$ cat src/rtl/muldiv_issue_ctrl_pkg.sv
// Shared constants, state type and sizing helper for the MUL/DIV issue controller.
package muldiv_issue_ctrl_pkg;

    localparam int WD_SIZE        = 32;
    localparam int INSTR_REG_SIZE = 5;
    localparam int FUNCT3_SIZE    = 3;

    localparam logic [FUNCT3_SIZE-1:0] F3_MUL    = 3'b000;
    localparam logic [FUNCT3_SIZE-1:0] F3_MULH   = 3'b001;
    localparam logic [FUNCT3_SIZE-1:0] F3_MULHSU = 3'b010;
    localparam logic [FUNCT3_SIZE-1:0] F3_MULHU  = 3'b011;
    localparam logic [FUNCT3_SIZE-1:0] F3_DIV    = 3'b100;
    localparam logic [FUNCT3_SIZE-1:0] F3_DIVU   = 3'b101;
    localparam logic [FUNCT3_SIZE-1:0] F3_REM    = 3'b110;
    localparam logic [FUNCT3_SIZE-1:0] F3_REMU   = 3'b111;

    localparam int MULDIV_LATENCY = 5;
    localparam int MULDIV_TIMEOUT = 16;

    // Counter must hold both the nominal latency and the watchdog limit.
    function automatic int muldiv_cnt_w(input int timeout, input int latency);
        return $clog2(((timeout > latency) ? timeout : latency) + 1);
    endfunction

    localparam int MULDIV_CNT_W = muldiv_cnt_w(MULDIV_TIMEOUT, MULDIV_LATENCY);

    typedef enum logic [2:0] {
        IDLE  = 3'd0,
        ISSUE = 3'd1,
        WAIT  = 3'd2,
        WB    = 3'd3,
        DRAIN = 3'd4
    } muldiv_ctrl_state_t;

endpackage

$ cat src/rtl/muldiv_wb_arb.sv
// Register-file write-port mux: the MUL/DIV controller always wins over the ALU.
module muldiv_wb_arb
    import muldiv_issue_ctrl_pkg::*;
(
    input  logic                      ctrl_valid_i,
    input  logic [INSTR_REG_SIZE-1:0] ctrl_rd_i,
    input  logic [WD_SIZE-1:0]        ctrl_data_i,
    input  logic                      alu_valid_i,
    input  logic [INSTR_REG_SIZE-1:0] alu_rd_i,
    input  logic [WD_SIZE-1:0]        alu_data_i,
    output logic                      alu_ready_o,
    output logic                      wb_valid_o,
    output logic [INSTR_REG_SIZE-1:0] wb_rd_o,
    output logic [WD_SIZE-1:0]        wb_data_o
);

    // Fixed priority; the ALU is simply stalled for the controller's write cycle.
    always_comb begin
        alu_ready_o = 1'b1;
        wb_valid_o  = alu_valid_i;
        wb_rd_o     = alu_rd_i;
        wb_data_o   = alu_data_i;
        if (ctrl_valid_i) begin
            alu_ready_o = 1'b0;
            wb_valid_o  = 1'b1;
            wb_rd_o     = ctrl_rd_i;
            wb_data_o   = ctrl_data_i;
        end
    end

endmodule

$ cat src/rtl/muldiv_issue_ctrl.sv
// Issue/sequence controller for the multi-cycle MUL/DIV unit: accepts one op,
// pulses start, tracks rd for RAW hazards, writes the result back, handles flush.
// Optional build macro MULDIV_WATCHDOG_EN: timeout in WAIT/DRAIN raises error_o.
module muldiv_issue_ctrl
    import muldiv_issue_ctrl_pkg::*;
#(
    parameter int MUL_LATENCY = MULDIV_LATENCY,
    parameter int TIMEOUT     = MULDIV_TIMEOUT
) (
    input  logic                      clk,
    input  logic                      reset,
    input  logic                      req_valid_i,
    output logic                      req_ready_o,
    input  logic [FUNCT3_SIZE-1:0]    req_funct3_i,
    input  logic [WD_SIZE-1:0]        req_op1_i,
    input  logic [WD_SIZE-1:0]        req_op2_i,
    input  logic [INSTR_REG_SIZE-1:0] req_rd_i,
    input  logic                      req_reg_write_i,
    output logic                      mul_start_o,
    output logic [FUNCT3_SIZE-1:0]    mul_funct3_o,
    output logic [WD_SIZE-1:0]        mul_op1_o,
    output logic [WD_SIZE-1:0]        mul_op2_o,
    input  logic                      mul_done_i,
    input  logic [WD_SIZE-1:0]        mul_result_i,
    input  logic                      flush_i,
    input  logic [INSTR_REG_SIZE-1:0] dec_rs1_i,
    input  logic [INSTR_REG_SIZE-1:0] dec_rs2_i,
    output logic                      hazard_o,
    input  logic                      alu_wb_valid_i,
    input  logic [INSTR_REG_SIZE-1:0] alu_wb_rd_i,
    input  logic [WD_SIZE-1:0]        alu_wb_data_i,
    output logic                      alu_wb_ready_o,
    output logic                      wb_valid_o,
    output logic [INSTR_REG_SIZE-1:0] wb_rd_o,
    output logic [WD_SIZE-1:0]        wb_data_o,
    output logic                      busy_o,
    output logic                      error_o
);

    localparam int CNT_W = muldiv_cnt_w(TIMEOUT, MUL_LATENCY);

    muldiv_ctrl_state_t        state_q, state_d;
    logic [CNT_W-1:0]          cnt_q, cnt_d, cnt_inc;
    logic [WD_SIZE-1:0]        result_q, result_d;
    logic                      err_q, err_d;
    logic                      accept;
    logic [FUNCT3_SIZE-1:0]    funct3_q;
    logic [WD_SIZE-1:0]        op1_q, op2_q;
    logic [INSTR_REG_SIZE-1:0] rd_q;
    logic                      rw_q;
    logic                      writes_rd;
    logic                      in_flight;

`ifdef MULDIV_WATCHDOG_EN
    logic timeout_hit;
    assign cnt_inc     = cnt_q + 1'b1;
    assign timeout_hit = (cnt_inc == CNT_W'(TIMEOUT));
`else
    assign cnt_inc = (&cnt_q) ? cnt_q : cnt_q + 1'b1;
`endif

    assign writes_rd = rw_q && (rd_q != '0);
    assign in_flight = (state_q == ISSUE) || (state_q == WAIT) || (state_q == WB);

    // Next-state logic; done is only honoured in WAIT and DRAIN.
    always_comb begin
        state_d  = state_q;
        cnt_d    = cnt_q;
        result_d = result_q;
        err_d    = 1'b0;
        accept   = 1'b0;
        case (state_q)
            IDLE: begin
                if (req_valid_i && !flush_i) begin
                    accept  = 1'b1;
                    state_d = ISSUE;
                end
            end
            ISSUE: begin
                cnt_d   = '0;
                state_d = flush_i ? DRAIN : WAIT;
            end
            WAIT: begin
                cnt_d = cnt_inc;
                if (mul_done_i) begin
                    if (flush_i) begin
                        state_d = IDLE;
                    end else begin
                        result_d = mul_result_i;
                        state_d  = writes_rd ? WB : IDLE;
                    end
                end
`ifdef MULDIV_WATCHDOG_EN
                else if (timeout_hit) begin
                    err_d   = 1'b1;
                    state_d = IDLE;
                end
`endif
                else if (flush_i) begin
                    state_d = DRAIN;
                end
            end
            WB: begin
                state_d = IDLE;
            end
            DRAIN: begin
                cnt_d = cnt_inc;
                if (mul_done_i) begin
                    state_d = IDLE;
                end
`ifdef MULDIV_WATCHDOG_EN
                else if (timeout_hit) begin
                    err_d   = 1'b1;
                    state_d = IDLE;
                end
`endif
            end
            default: state_d = IDLE;
        endcase
    end

    // Sequencer state, cycle counter, captured result and error pulse.
    always_ff @(posedge clk or posedge reset) begin
        if (reset) begin
            state_q  <= IDLE;
            cnt_q    <= '0;
            result_q <= '0;
            err_q    <= 1'b0;
        end else begin
            state_q  <= state_d;
            cnt_q    <= cnt_d;
            result_q <= result_d;
            err_q    <= err_d;
        end
    end

    // Operand latches change only on accept so the unit sees stable inputs.
    always_ff @(posedge clk or posedge reset) begin
        if (reset) begin
            funct3_q <= '0;
            op1_q    <= '0;
            op2_q    <= '0;
            rd_q     <= '0;
            rw_q     <= 1'b0;
        end else if (accept) begin
            funct3_q <= req_funct3_i;
            op1_q    <= req_op1_i;
            op2_q    <= req_op2_i;
            rd_q     <= req_rd_i;
            rw_q     <= req_reg_write_i;
        end
    end

    assign req_ready_o  = (state_q == IDLE) && !flush_i;
    assign mul_start_o  = (state_q == ISSUE);
    assign mul_funct3_o = funct3_q;
    assign mul_op1_o    = op1_q;
    assign mul_op2_o    = op2_q;
    assign busy_o       = (state_q != IDLE);
    assign hazard_o     = in_flight && writes_rd &&
                          ((dec_rs1_i == rd_q) || (dec_rs2_i == rd_q));
`ifdef MULDIV_WATCHDOG_EN
    assign error_o = err_q;
`else
    assign error_o = 1'b0;
`endif

    muldiv_wb_arb u_wb_arb (
        .ctrl_valid_i (state_q == WB),
        .ctrl_rd_i    (rd_q),
        .ctrl_data_i  (result_q),
        .alu_valid_i  (alu_wb_valid_i),
        .alu_rd_i     (alu_wb_rd_i),
        .alu_data_i   (alu_wb_data_i),
        .alu_ready_o  (alu_wb_ready_o),
        .wb_valid_o   (wb_valid_o),
        .wb_rd_o      (wb_rd_o),
        .wb_data_o    (wb_data_o)
    );

endmodule

$ cat config.mk
export PLATFORM = sky130hd
export DESIGN_NAME = muldiv_issue_ctrl
export DESIGN_NICKNAME = d
export VERILOG_FILES = /design/src/rtl/muldiv_issue_ctrl_pkg.sv /design/src/rtl/muldiv_wb_arb.sv /design/src/rtl/muldiv_issue_ctrl.sv
export SDC_FILE = /design/constraint.sdc
export NUM_CORES = 1
export LEC_CHECK = 0
export ABC_AREA = 1
export BUFFER_PORTS_ARGS = -buffer_cell sky130_fd_sc_hd__buf_2
export CORE_AREA = 2 2 104 106
export DETAILED_ROUTE_END_ITERATION = 7
export DIE_AREA = 0 0 106 108
export PLACE_DENSITY = 0.91
export REMOVE_ABC_BUFFERS = 1
export SYNTH_ARGS = -nofsm -noshare
export SYNTH_HDL_FRONTEND = slang
export SYNTH_SLANG_ARGS = --single-unit
$ cat constraint.sdc
create_clock -name clk -period 5.61 [get_ports clk]
set_clock_uncertainty 0.2 [all_clocks]
set_input_delay 1.122 -clock clk [delete_from_list [all_inputs] [get_ports clk]]
set_output_delay 1.122 -clock clk [all_outputs]
set_load 0.005 [all_outputs]
Word-level counts from Yosys, hierarchy flattened
Cells that the tools add are included.
{"block": "word_totals", "register_bits": 108, "in_bits": 158, "out_inout_bits": 111, "wordCells": 45}
{"block": "op_classes", "eq_ne": 9, "mux": 14, "n_bitwise": 1, "reduce_logical": 14}
{"cell": "32-bit 2-to-1 mux", "n": 1}
{"cell": "3-bit 2-to-1 mux", "n": 5}
{"cell": "3-bit case mux with 4 select lines", "n": 1}
{"cell": "5-bit == test", "n": 2}
{"cell": "3-bit by 2-bit == test with 1-bit output, second input constant", "n": 2}
{"cell": "3-bit AND reduction", "n": 2}
{"cell": "1-bit logical AND", "n": 5}
{"cell": "5-bit 2-to-1 mux", "n": 1}
{"cell": "5-bit nonzero test", "n": 1}
{"cell": "1-bit 2-to-1 mux", "n": 4}
{"cell": "2-bit 2-to-1 mux", "n": 2}
{"cell": "2-bit != test, second input constant", "n": 2}
{"cell": "3-bit by 1-bit == test with 1-bit output, second input constant", "n": 1}
{"cell": "3-bit == test, second input constant", "n": 1}
{"cell": "3-bit zero test", "n": 1}
{"cell": "1-bit logical OR", "n": 3}
{"cell": "3-bit != test, second input constant", "n": 1}
{"cell": "3-bit nonzero test", "n": 1}
{"cell": "1-bit zero test", "n": 1}
{"cell": "1-bit inverter", "n": 1}

Depth between registers and ports, before layout
{"block": "logic_depth", "depth_word": 6, "ltp_mapped": 8, "ltp_nobuf": 6}

Cells and area by module
From an unflattened synthesis, not the netlist that was laid out.
{"block": "unflattened", "hier_cells": 646, "area_unflattened_um2": 4989.8}
{"mod": "muldiv_issue_ctrl", "instances": 1, "cells_each": 525, "area_each_um2": 4493.1, "seq_area_each_um2": 2702.6}
{"mod": "muldiv_wb_arb", "instances": 1, "cells_each": 121, "area_each_um2": 496.7, "seq_area_each_um2": 0.0}

Worst setup path before layout
No wires, ideal clock.
{"block": "synth_timing", "path_type": "input-to-output", "start": "input port dec_rs1_i[4]", "end": "output port hazard_o", "arrival_ns": 1.547, "required_time_ns": 4.288, "slack_ns": 2.741, "stages": 6, "n_path_buf": 0, "path_cell_list": "inv_1 > nand2_1 > nand2_1 > nor2_1 > nand3_1 > a21oi_1"}
{"block": "synth_via", "elab_chain_cells": 3}
{"item": "from (decl)", "line_no": "muldiv_issue_ctrl.sv:26", "rtl": "input logic [INSTR_REG_SIZE-1:0] dec_rs1_i,"}
{"item": "5-bit == test", "line_no": "muldiv_issue_ctrl.sv:161", "rtl": "((dec_rs1_i == rd_q) || (dec_rs2_i == rd_q));"}
{"item": "1-bit logical OR", "line_no": "muldiv_issue_ctrl.sv:161"}
{"item": "1-bit logical AND", "line_no": "muldiv_issue_ctrl.sv:160", "rtl": "assign hazard_o = in_flight && writes_rd &&"}
{"item": "to (decl)", "line_no": "muldiv_issue_ctrl.sv:28", "rtl": "output logic hazard_o,"}
Every way passes these cells.

Worst setup path in the final report
{"block": "layout_timing", "start": "register state_q[2]", "end": "output port wb_data_o[2]"}
{"block": "layout_via", "elab_chain_cells": 2}
{"item": "from (decl)", "line_no": "muldiv_issue_ctrl.sv:42", "rtl": "muldiv_ctrl_state_t state_q, state_d;"}
{"item": "from (signal assigned)", "line_no": "muldiv_issue_ctrl.sv:130", "rtl": "state_q <= state_d;"}
{"item": "3-bit by 2-bit == test with 1-bit output", "line_no": "muldiv_issue_ctrl.sv:169", "rtl": ".ctrl_valid_i (state_q == WB),"}
{"item": "32-bit 2-to-1 mux", "line_no": "muldiv_wb_arb.sv:23", "rtl": "if (ctrl_valid_i) begin"}
{"item": "to (decl)", "line_no": "muldiv_issue_ctrl.sv:35", "rtl": "output logic [WD_SIZE-1:0] wb_data_o,"}
Every way passes these cells.

==> metrics.cfg <==
[grt]
grt_pass1_wl_mm = 21.9
antenna_found_initial = 0
track_usage_pct = 24.3
grt_max_degree = 71
first_global_vias = 4516
grt-ovfl-total = 0

[synthesis]
synth-seq-cells = 108
syn_area_sq_mm = 0.00488
avgSynthCellArea_sq_um = 8.01
yosys_warnings = 0
synth.distinct_cells = 23
ys_seq_area_share_pct = 55.4
syn_inst = 609

[detailed_routing]
drt_iter0_markers = 392
drcViolationCount = 0
met2_wirelength_mm = 6.80
totalWireLength_mm = 14.0
wl_met1_mm = 5.72
wl_per_cell_microns = 14.1
dr.pass1.iters = 4
met3_wirelength_mm = 1.21
dr.max_layer_used = met4
vias = 4935
viasPerCell = 4.96
ant_nets = 0

[timing]
rsz0062_at_grt = false
hold_violations = 0
setup_violations = 0
period_needed_ns = 3.59
period_share_pct = 64.1
tightest_slew_ns = 1.19
setup_tns_ns = 0
relSlewSlack_pct = 20.2
drv_slew = 0
fmax_ghz = 0.278

[placement]
place_inst = 978
hpwl_mm = 10.2
gp_congestion = 0.770
portBuffers = 267
dpl-instance-area_sq_mm = 0.00623

[cts]
cts_tree = done
cts.sinks = 108
cts_root_buf = clkbuf_8
clkLatencyLatePin_ns = 0.36
htreeDepth = 3
cts.clk_slew.worst_paths_ns = 0.11
cts_buffers = 9
cts_buffer_depth = 2
hold_buffers = 0
cts_setup_buffers = 0
cts_resized = 0

[critical_path]
worstSetupPathType = flop to output pin
arrival_ns = 2.27
cp_max_fo = 45
end_kind = output pin
start_kind = flop
required_ns = 4.29

[pwr]
powerDensity_mw_per_mm2 = 460
p_leak_uw = 0.00379
peakVddDrop_uv = 275

[final_layout]
area_delta_synth_final_pct = 32.2
final_cell_mix = 267 x buf_2, 231 x nand2_1, 108 x dfrtp_1
n_fill_cell = 906
final_common_cell = buf_2
drive_above_1_share_pct = 34.5
fin_cells = 994
nNetsFinal = 1011
diodes = 0
fin_area_sq_mm = 0.00645

[floorplan]
io-pin-count = 269
initial_core_util_pct = 47.7
core_area_sq_mm = 0.0102
dieArea_sq_mm = 0.0114
die_w_microns = 106
fp-row-count = 37
die_y_microns = 108

[outcome]
status = finished clean

[run]
cap_viol_max_count = 0

[hold_path]
holdCritPathClass = flop to flop

worst paths after layout:
| path | slack, ns | start | endpoint | cells after the start |
|---|---|---|---|---|
| worst max-delay path | 2.02 | state_q[2] | wb_data_o[2] | 5 |
| worst min-delay path | 0.28 | mul_op1_o[15] | mul_op1_o[15] | 2 |
| worst max register to register | 3.13 | state_q[1] | mul_op1_o[13] | 7 |
| worst min register to register | 0.28 | mul_op1_o[15] | mul_op1_o[15] | 2 |
| max in group asynchronous | 3.48 | reset | mul_op1_o[9] | 3 |
| min in group asynchronous | 0.71 | reset | mul_op2_o[19] | 2 |
sequential cells by signal (all words and copies together), names as in the netlist:
signal	cells
mul_op1_o	32
rd_q	5
result_q	32
mul_funct3_o	3
state_q	3
mul_op2_o	32
rw_q	1
area by class of cell:
type	instances	area, sq um	share of cell area [%]
clock buffer	9	124	1.92
clock inverter	7	93.8	1.46
inverter	52	198	3.07
multi-input combinational	410	1790	27.7
sequential	108	2700	41.9
tap	136	170	2.64
timing repair buffer	272	1370	21.3
power by group:
part	internal, uW	total [uW]	switching (uW)
Combinational	459	1120	665
Sequential	1150	1340	193
Clock	218	504	286
cells by family after synthesis:
family	Yosys count	share of synthesized area, %
AO/OA/AOI/OAI	79	8.23
XOR/XNOR	3	0.539
other	1	0.0768
flip-flops	108	55.4
buffers and inverters	91	8.26
AND/OR/NAND/NOR	327	27.5
cells in the mapped netlist:
| master | instances | area share, % |
|---|---|---|
| a21oi_1 | 7 | 0.72 |
| buf_2 | 19 | 1.9 |
| buf_4 | 4 | 0.62 |
| buf_6 | 3 | 0.69 |
| clkbuf_1 | 13 | 1.0 |
| conb_1 | 1 | 0.077 |
| dfrtp_1 | 108 | 55 |
| inv_1 | 51 | 3.9 |
| inv_2 | 1 | 0.077 |
| nand2_1 | 231 | 18 |
| nand2_2 | 2 | 0.26 |
| nand3_1 | 76 | 7.8 |
| nand4_1 | 2 | 0.26 |
| nor2_1 | 14 | 1.1 |
| nor2_2 | 1 | 0.13 |
| nor2_4 | 1 | 0.23 |
| o211ai_1 | 1 | 0.15 |
| o21a_1 | 1 | 0.15 |
| o21ai_0 | 59 | 6.1 |
| o21ai_1 | 10 | 1.0 |
| o22ai_1 | 1 | 0.13 |
| xnor2_1 | 2 | 0.36 |
| xor2_1 | 1 | 0.18 |
routing by layer:
metal | vias to the layer above | global-route usage (%)
met5 | - | 0
met4 | 0 | 7.71
met3 | 20 | 5.91
met2 | 239 | 41.1
met1 | 2274 | 31.0
li1 | 2402 | -
critical path, stage by stage, from the launching register on:
cell and delay [ns]:
dfrtp_1 0.42, inv_2 0.11, nand3_2 0.57, buf_4 0.48, o21ai_0 0.18, buf_2 0.14
metrics by stage:
step                      hold slack [ns]  worst slack [ns]  total power (uW)  utilization [%]
after CTS                           0.281              2.01              3000             63.0
after global routing                0.305              1.79              3220             63.0
after floorplan                     0.265              1.44              1910                -
after global placement              0.250              2.37              2430             60.9
after detailed placement            0.254              2.33              2490             60.9
final                               0.280              2.02              2970             63.0
Power figures use the tool's default switching activity.
